--- src/rtl/adder_display_sequencer_if.sv ---
// Bundles the key/switch inputs and display/status outputs of the adder sequencer.
// Latency: none, signal container only.
// Backpressure: none; the board side drives the inputs, the sequencer drives the outputs.
interface adder_display_sequencer_if #(
  parameter int WIDTH = 3
);
  logic             key_n;
  logic [WIDTH-1:0] sw_a;
  logic [WIDTH-1:0] sw_b;
  logic             cin;
  logic [0:6]       HEX1;
  logic [0:6]       HEX0;
  logic [1:0]       phase;
  logic             busy;
  logic             done;

  // Board / testbench side
  modport master (
    output key_n, sw_a, sw_b, cin,
    input  HEX1, HEX0, phase, busy, done
  );

  // Sequencer side
  modport slave (
    input  key_n, sw_a, sw_b, cin,
    output HEX1, HEX0, phase, busy, done
  );
endinterface

--- src/rtl/adder_display_sequencer.sv ---
// Captures A, then B+cin on debounced key presses, converts the sum to BCD and drives two 7-seg digits.
// Latency: press visible DEBOUNCE_CYCLES+3 cycles after key goes low; conversion takes floor(sum/10)+1 cycles.
// Backpressure: none; presses arriving during conversion are dropped, not queued.
module adder_display_sequencer #(
  parameter int WIDTH           = 3,
  parameter int DEBOUNCE_CYCLES = 16
) (
  input  logic                      clock,
  input  logic                      resetn,
  adder_display_sequencer_if.slave  bus
);

  localparam int RW = WIDTH + 1;
  localparam int CW = (DEBOUNCE_CYCLES > 1) ? $clog2(DEBOUNCE_CYCLES + 1) : 1;
  localparam logic [CW-1:0] CNT_LAST = CW'(DEBOUNCE_CYCLES - 1);
  localparam logic [0:6] SEG_BLANK = 7'b1111111;

  typedef enum logic [1:0] {
    GET_A   = 2'd0,
    GET_B   = 2'd1,
    CONVERT = 2'd2,
    SHOW    = 2'd3
  } state_t;

  state_t         state;
  logic           key_s1, key_s2;
  logic           key_deb;
  logic [CW-1:0]  deb_cnt;
  logic           press;
  logic [WIDTH-1:0] op_a, op_b;
  logic           c_reg;
  logic [RW-1:0]  rem;
  logic [2:0]     tens;
  logic [7:0]     rem_ext;
  logic [0:6]     hex1_q, hex0_q;
  logic           busy_q, done_q;

  assign rem_ext   = 8'(rem);
  assign bus.HEX1  = hex1_q;
  assign bus.HEX0  = hex0_q;
  assign bus.phase = state;
  assign bus.busy  = busy_q;
  assign bus.done  = done_q;

  // Digit to active-low segments a..g; anything outside 0..9 blanks the digit
  function automatic logic [0:6] seg(input logic [3:0] d);
    case (d)
      4'd0:    seg = 7'b0000001;
      4'd1:    seg = 7'b1001111;
      4'd2:    seg = 7'b0010010;
      4'd3:    seg = 7'b0000110;
      4'd4:    seg = 7'b1001100;
      4'd5:    seg = 7'b0100100;
      4'd6:    seg = 7'b0100000;
      4'd7:    seg = 7'b0001111;
      4'd8:    seg = 7'b0000000;
      4'd9:    seg = 7'b0000100;
      default: seg = SEG_BLANK;
    endcase
  endfunction

  // Two-flop synchroniser for the asynchronous pushbutton
  always_ff @(posedge clock or negedge resetn) begin
    if (!resetn) begin
      key_s1 <= 1'b1;
      key_s2 <= 1'b1;
    end else begin
      key_s1 <= bus.key_n;
      key_s2 <= key_s1;
    end
  end

  // Debounce: flip the accepted level after a run of disagreeing samples; pulse press on 1->0 only
  always_ff @(posedge clock or negedge resetn) begin
    if (!resetn) begin
      deb_cnt <= '0;
      key_deb <= 1'b1;
      press   <= 1'b0;
    end else begin
      press <= 1'b0;
      if (key_s2 == key_deb) begin
        deb_cnt <= '0;
      end else if (deb_cnt == CNT_LAST) begin
        deb_cnt <= '0;
        key_deb <= key_s2;
        press   <= key_deb;
      end else begin
        deb_cnt <= deb_cnt + 1'b1;
      end
    end
  end

  // Sequencer FSM with capture, repeated-subtraction BCD conversion and display registers
  always_ff @(posedge clock or negedge resetn) begin
    if (!resetn) begin
      state  <= GET_A;
      op_a   <= '0;
      op_b   <= '0;
      c_reg  <= 1'b0;
      rem    <= '0;
      tens   <= '0;
      hex1_q <= SEG_BLANK;
      hex0_q <= SEG_BLANK;
      busy_q <= 1'b0;
      done_q <= 1'b0;
    end else begin
      done_q <= 1'b0;
      case (state)
        GET_A: begin
          if (press) begin
            op_a  <= bus.sw_a;
            state <= GET_B;
          end
        end
        GET_B: begin
          if (press) begin
            op_b   <= bus.sw_b;
            c_reg  <= bus.cin;
            rem    <= RW'(op_a) + RW'(bus.sw_b) + RW'(bus.cin);
            tens   <= '0;
            busy_q <= 1'b1;
            state  <= CONVERT;
          end
        end
        CONVERT: begin
          if (rem_ext >= 8'd10) begin
            rem  <= RW'(rem_ext - 8'd10);
            tens <= tens + 3'd1;
          end else begin
            hex1_q <= seg({1'b0, tens});
            hex0_q <= seg(rem_ext[3:0]);
            done_q <= 1'b1;
            busy_q <= 1'b0;
            state  <= SHOW;
          end
        end
        SHOW: begin
          if (press) state <= GET_A;
        end
        default: state <= GET_A;
      endcase
    end
  end

  // Conversion never loses value: remainder plus ten per tens step always equals the captured sum
  conv_invariant: assert property (@(posedge clock) disable iff (!resetn)
    (state != CONVERT) ||
    (8'(op_a) + 8'(op_b) + 8'(c_reg) == rem_ext + 8'(tens) * 8'd10));

endmodule

--- src/flat_wrapper.sv ---
// flat-port wrapper written by rule: the top's interface ports become plain ports
module adder_display_sequencer_flat 
#(
  parameter int WIDTH           = 3,
  parameter int DEBOUNCE_CYCLES = 16
)
  (clock, resetn, bus_key_n, bus_sw_a, bus_sw_b, bus_cin, bus_HEX1, bus_HEX0, bus_phase, bus_busy, bus_done);
  adder_display_sequencer_if #(.WIDTH(WIDTH)) bus_i ();
  input  logic clock;
  input  logic resetn;
  input wire logic [$bits(bus_i.key_n)-1:0] bus_key_n;
  input wire logic [$bits(bus_i.sw_a)-1:0] bus_sw_a;
  input wire logic [$bits(bus_i.sw_b)-1:0] bus_sw_b;
  input wire logic [$bits(bus_i.cin)-1:0] bus_cin;
  output wire logic [$bits(bus_i.HEX1)-1:0] bus_HEX1;
  output wire logic [$bits(bus_i.HEX0)-1:0] bus_HEX0;
  output wire logic [$bits(bus_i.phase)-1:0] bus_phase;
  output wire logic [$bits(bus_i.busy)-1:0] bus_busy;
  output wire logic [$bits(bus_i.done)-1:0] bus_done;
  assign bus_i.key_n = bus_key_n;
  assign bus_i.sw_a = bus_sw_a;
  assign bus_i.sw_b = bus_sw_b;
  assign bus_i.cin = bus_cin;
  assign bus_HEX1 = bus_i.HEX1;
  assign bus_HEX0 = bus_i.HEX0;
  assign bus_phase = bus_i.phase;
  assign bus_busy = bus_i.busy;
  assign bus_done = bus_i.done;
  adder_display_sequencer #(.WIDTH(WIDTH), .DEBOUNCE_CYCLES(DEBOUNCE_CYCLES)) u_core (.clock(clock), .resetn(resetn), .bus(bus_i));
endmodule
--- config.mk ---
export PLATFORM = sky130hd
export DESIGN_NAME = adder_display_sequencer_flat
export DESIGN_NICKNAME = d
export VERILOG_FILES = /design/src/rtl/adder_display_sequencer_if.sv /design/src/rtl/adder_display_sequencer.sv /design/src/flat_wrapper.sv
export SDC_FILE = /design/constraint.sdc
export NUM_CORES = 1
export LEC_CHECK = 0
export BUFFER_PORTS_ARGS = -buffer_cell sky130_fd_sc_hd__buf_2
export CAP_MARGIN = 10
export CORE_ASPECT_RATIO = 1.4
export CORE_UTILIZATION = 30
export DETAILED_ROUTE_END_ITERATION = 10
export PLACE_DENSITY = 0.53
export RECOVER_POWER = 50
export SETUP_SLACK_MARGIN = 0.1
export SYNTH_ARGS = -nofsm -noshare
export SYNTH_HDL_FRONTEND = slang
export SYNTH_SLANG_ARGS = --single-unit
--- constraint.sdc ---
create_clock -name clock -period 4.9 [get_ports clock]
set_input_delay 0 -clock clock [delete_from_list [all_inputs] [get_ports clock]]
set_output_delay 0 -clock clock [all_outputs]
set_load 0.005 [all_outputs]
==> Yosys cells after proc, flatten, opt, wreduce, memory -nomap -nowiden <==
Memories as Yosys holds them, arrays and structs flattened. A register that Yosys moved wholly into a read port is not among the register bits.
Cells that the tools add are included.
{ "totals": {"latchBits": 0, "inputBits": 10, "ram_bits": 0, "romBits": 168, "regBits": 23, "n_memories": 2, "word_cells": 61, "out_inout_bits": 18} }
{ "op_classes": {"n_eq_ne": 10, "shift": 0, "add_sub_neg": 5, "n_reduce_logical": 10, "bitwise_logic": 2, "n_lt_le_gt_ge": 1, "div": 0, "mul": 0, "mux": 20} }
{ "memory_table": {"columns": ["name", "words", "width", "rd", "rd_clocked_by_memory_dff", "write_ports", "line", "source"], "rows": [
  ["(no name shown)", 16, 7, 1, 1, 0, "adder_display_sequencer.sv:47", "case (d)"],
  ["(no name shown)", 8, 7, 1, 1, 0, "adder_display_sequencer.sv:47", null]
]} }
{ "ops": {"columns": ["op", "n"], "rows": [
  ["two-way mux 5 bit", 2],
  ["two-way mux 2 bit", 4],
  ["two-way mux 4 bit", 2],
  ["inequality test 2 x 1 -> 1 bit, second input constant", 4],
  ["one-hot mux 2 bit (4 select lines)", 1],
  ["one-hot mux 4 bit (2 select lines)", 1],
  ["two-way mux 1 bit", 6],
  ["two-way mux 3 bit", 2],
  ["one-hot mux 3 bit (2 select lines)", 1],
  ["AND reduction 2 bit", 3],
  ["AND reduction 3 bit", 2],
  ["adder 5 x 1 -> 5 bit, second input constant", 1],
  ["equality test 5 x 4 -> 1 bit, second input constant", 1],
  ["adder 3 x 3 -> 4 bit", 1],
  ["adder 4 x 1 -> 4 bit", 1],
  ["equality test 2 bit, second input constant", 2],
  ["greater-or-equal comparator 4 bit, second input constant", 1],
  ["AND reduction 4 bit", 1],
  ["subtractor 4 bit, second input constant", 1],
  ["adder 3 x 1 -> 3 bit, second input constant", 1],
  ["equality test 2 x 1 -> 1 bit, second input constant", 1],
  ["logical NOT 1 bit", 2],
  ["logical NOT 2 bit", 1],
  ["inequality test 2 bit, second input constant", 1],
  ["4 further kinds", 5]
]} }

==> Logic depth before layout (Yosys ltp) <==
{ "logic_depth": {"ltp_word": 4, "ltp_mapped": 7, "mapped_depth_nobuf": 7} }

==> Worst setup path before layout <==
No wires, ideal clock.
{ "synth_path": {"kind": "register -> register", "start": "register u_core.rem[1]", "end": "register u_core.state[1] (netlist: u_core.bus.phase[1])", "setup_ps": 128, "path_stages_with_launch": 5, "required_ps": 4772, "synth_period_minus_slack_ps": 1706, "slack_ps": 3194, "n_path_buf": 0, "arrival_time_ps": 1579, "path_cell_list": "dfrtp_1 -> ha_1 -> o31a_4 -> a21oi_2 -> mux2_1"} }
{ "synth_via": {"elab_chain_cells": 3} }
{ "synth_lines": {"columns": ["element", "line", "source"], "rows": [
  ["start: declaration", "adder_display_sequencer.sv:32", "logic [RW-1:0] rem;"],
  ["start signal: assignment", "adder_display_sequencer.sv:119", "rem <= RW'(op_a) + RW'(bus.sw_b) + RW'(bus.cin);"],
  ["start signal: assignment", "adder_display_sequencer.sv:127", "rem <= RW'(rem_ext - 8'd10);"],
  ["greater-or-equal comparator 4 bit", "adder_display_sequencer.sv:126", "if (rem_ext >= 8'd10) begin"],
  ["inequality test 2 bit (no source line)", null, null],
  ["AND reduction 4 bit (no source line)", null, null],
  ["end signal: assignment", "adder_display_sequencer.sv:122", "state <= CONVERT;"],
  ["end signal: assignment", "adder_display_sequencer.sv:134", "state <= SHOW;"],
  ["end signal: assignment", "adder_display_sequencer.sv:138", "if (press) state <= GET_A;"],
  ["end: declaration", "adder_display_sequencer.sv:25", "state_t state;"]
]} }
No other way between the ends.
A chain may end at the register's enable or synchronous reset.

==> Worst setup path in the final report <==
{ "layout_path": {"start": "register u_core.state[0] (netlist: u_core.bus.phase[0])", "end": "register u_core.hex1_q (netlist bit u_core.bus.HEX1[1])"} }
{ "layout_via": {"elab_chain_cells": 2} }
{ "layout_lines": {"columns": ["element", "line", "source"], "rows": [
  ["start signal: assignment", "adder_display_sequencer.sv:96", "state <= GET_A;"],
  ["start signal: assignment", "adder_display_sequencer.sv:112", "state <= GET_B;"],
  ["start signal: assignment", "adder_display_sequencer.sv:122", null],
  ["equality test 2 bit", null, null],
  ["AND reduction 2 bit (no source line)", null, null],
  ["end: declaration", "adder_display_sequencer.sv:35", "logic [0:6] hex1_q, hex0_q;"]
]} }
No other way between the ends.

==> qor.yml <==
status: "finished with violations"
violations: "max-capacitance violations, max-slew violations"
die_w_um: 71.5
cp.arrival_ns: 2.18
start_kind: "register"
hold_buffers: 5
cp.required_ns: 5.13
synth_top_family_by_area: "compound AO/OA/AOI/OAI gates"
cp-end-kind: "register"
muxShareOfSynthArea_pct: 4.32
crit_slowest_cell: "ha_1"
dr_wl_met3_um: 104
post_cts_buffers: 0
die_h_um: 99.2
gr-usage-all-layers_pct: 10.8
drv_cap: 1
grt_pass1_wl_um: 5990
worstPathCellList: "inv_1 > ha_1 > nand2_2 > inv_1 > nand3_1 > nand2_1"
comb_power_share_pct: 18.5
fin_crit_sh_pct: 39.7
cpPeakStageDelay_ns: 0.57
cts.sinks: 37
routed_via_density: 4.67
drt-met1-wl_um: 1640
synth_simple_gate_area_share_pct: 11.3
synthCells: 194
p_per_area_mw_per_mm2: 290
rows: 35
synth-async-reset-ratio_pct: 100
hold_class: "input pin to register"
finalSetupViolCount: 0
p_leak_nw: 1.10
layout.cells.non_filler: 301
first_pass_iters: 6
synth_xor_xnor_area_share_pct: 1.73
cpMostUsedCell: "inv_1"
p_sw_share_pct: 28.9
drv_slew: 38
gr-total-overflow: 0
gp_congestion: 0.768
clkPwrFrac_pct: 33.0
drive_above_1_share_pct: 24.2
portBuffers: 27
synth-seq-area-share_pct: 46.8
yosysTopAreaCell: "dfrtp_1"
cellInternalPower_mw: 0.484
worstPathMaxFanout: 27
syn-num-nets: 225
synth_area_leaders: "dfrtp_1 (25%), dfstp_2 (22%), ha_1 (12%)"
initial_utilization_pct: 30.8
cts_made_buffers: 5
finalNetCount: 257
netlist_area_mm2: 0.00203
setup-tns-final_ns: 0
ys.flop_type: "dfrtp_1"
switchingPower_mw: 0.197
drc: 0
cts_buffer_depth: 2
hold_viol: 0
grt_max_degree: 38
crit_type: "register to register"
cts_root_buf: "clkbuf_8"
dp_hpwl_um: 2530
dpl.cell_count: 288
highest_layer: "met4"
ctsResizeCount: 0
synth.distinct_cells: 45
drtAntennaViolNets: 0
power_mw: 0.681
rsz0062_at_grt: "no"
avgSynthCellArea_um2: 10.4
yosysTopAreaCellShare_pct: 24.7
htree_levels: 2
peakVddDrop_mv: 0.123
drt_wl_total_um: 3450
met2_length_um: 1630
avgRoutedWirePerCell_um: 11.5
final_util_pct: 35.8
cts_tree: "done"
clk-insertion-delay-late_ns: 0.29
nFillCells: 688
pwr-share-seq_pct: 48.5
diodes: 0
die-area_mm2: 0.00709
slew_headroom_pct: -30.8
core_mm2: 0.00657
syn_to_final_growth_pct: 16.0
synthAdderAreaFrac_pct: 13.7
period_needed_ns: 1.95
worst_slew_pin_slew_ns: 1.96
max_freq_mhz: 514
antenna_found_initial: 0
first_iter_violations: 40
num_vias: 1405
synth_compound_area_share_pct: 16.6
synth_seq_cells: 37
grt_pass1_vias: 1304
ys_warn_count: 0
skew_ns: 0.00908
pin_count: 28
fin_hold_ws_ns: 0.137
final_cell_mix: "nand2_1 (23), buf_2 (23), dfrtp_1 (20), ha_1 (19), inv_1 (18)"
synth-edff-count: 0
clkTransAtPathRegs_ns: 0.08
kinds of logic (layout without fill, tap and decap cells):
logic type / count (synthesis) / count (layout)
compound gates: 49 / 49
xor+xnor: 4 / 4
fa+ha+maj: 21 / 21
buf+inv: 25 / 58
flops: 37 / 37
mux: 8 / 8
simple gates: 50 / 50
stage by stage:
step | area, µm² | worst slack [ns]
finish | 2350 | 2.95
global route | 2350 | 2.57
CTS | 2350 | 2.90
detailed placement | 2210 | 2.90
global placement | 2210 | 2.98
floorplan | 2030 | 3.19
worst max-delay path: cells and delay by family, from the launching register on:
| family | cells | cell delay, ns |
|---|---|---|
| buffers and inverters | 2 | 0.31 |
| flip-flops | 1 | 0.42 |
| adder cells (fa/ha/maj) | 1 | 0.57 |
| AND/OR/NAND/NOR | 3 | 0.59 |
synthesized netlist by cell type (2+ instances only):
master / instances
buf_6: 2
a221oi_1: 2
a22o_1: 3
a21oi_1: 10
o22ai_1: 2
o31ai_1: 2
ha_1: 19
xor2_1: 3
fa_1: 2
dfrtp_1: 20
nor2b_1: 2
dfstp_2: 17
nor2_1: 11
mux2i_1: 2
o21ai_1: 6
nand2_1: 23
o21ai_0: 13
buf_2: 2
nor3_1: 3
mux2_2: 5
o21a_1: 2
nand3_1: 3
inv_1: 18
flip-flops by register name, summed over array words and instances (netlist names):
signal and flops:
u_core.bus.busy 1, u_core.key_deb 1, u_core.op_a 3, u_core.bus.done 1, u_core.rem 4, u_core.press 1
u_core.bus.phase 2, u_core.deb_cnt 5, u_core.key_s2 1, u_core.key_s1 1, u_core.bus.HEX1 7, u_core.tens 3
u_core.bus.HEX0 7
path summary, 6_finish.rpt:
kind	startpoint	to	slack [ns]	depth (start not counted)
hold reg to reg	u_core.key_s1$_DFF_PN1_	u_core.key_s2$_DFF_PN1_	0.36	0
hold / removal	bus_sw_b[0]	u_core.rem[0]$_DFFE_PN0P_	0.14	4
max in group asynchronous	resetn	u_core.tens[1]$_DFFE_PN0P_	2.97	2
min in group asynchronous	resetn	u_core.deb_cnt[0]$_DFF_PN0_	0.80	2
setup reg to reg	u_core.bus.phase[0]$_DFFE_PN0P_	u_core.bus.HEX1[1]$_DFFE_PN1P_	2.95	6
setup / recovery	u_core.bus.phase[0]$_DFFE_PN0P_	u_core.bus.HEX1[1]$_DFFE_PN1P_	2.95	6
power by group through the flow:
stage          clock network (mW)  logic [mW]  registers [mW]
6_report                    0.225       0.126           0.330
5_1_grt                     0.245       0.147           0.332
2_1_floorplan                   0      0.0957           0.332
3_5_place_dp                    0       0.125           0.336
3_3_place_gp                    0       0.125           0.335
4_1_cts                     0.235       0.127           0.330
final cells by class:
class	count	area, µm²	area share [%]
Clock buffer	6	82.6	3.51
Tap cell	74	92.6	3.94
Sequential cell	37	947	40.3
Clock inverter	2	13.8	0.586
Multi-Input combinational cell	132	966	41.1
Inverter	18	67.6	2.88
Timing Repair Buffer	32	180	7.67
metal layers:
layer	vias to the layer above	GRT usage (%)
li1	724	-
met1	650	13.4
met2	24	17.7
met3	7	2.74
met4	0	4.98
met5	-	0
No activity file was read; power rests on OpenSTA's default activity.
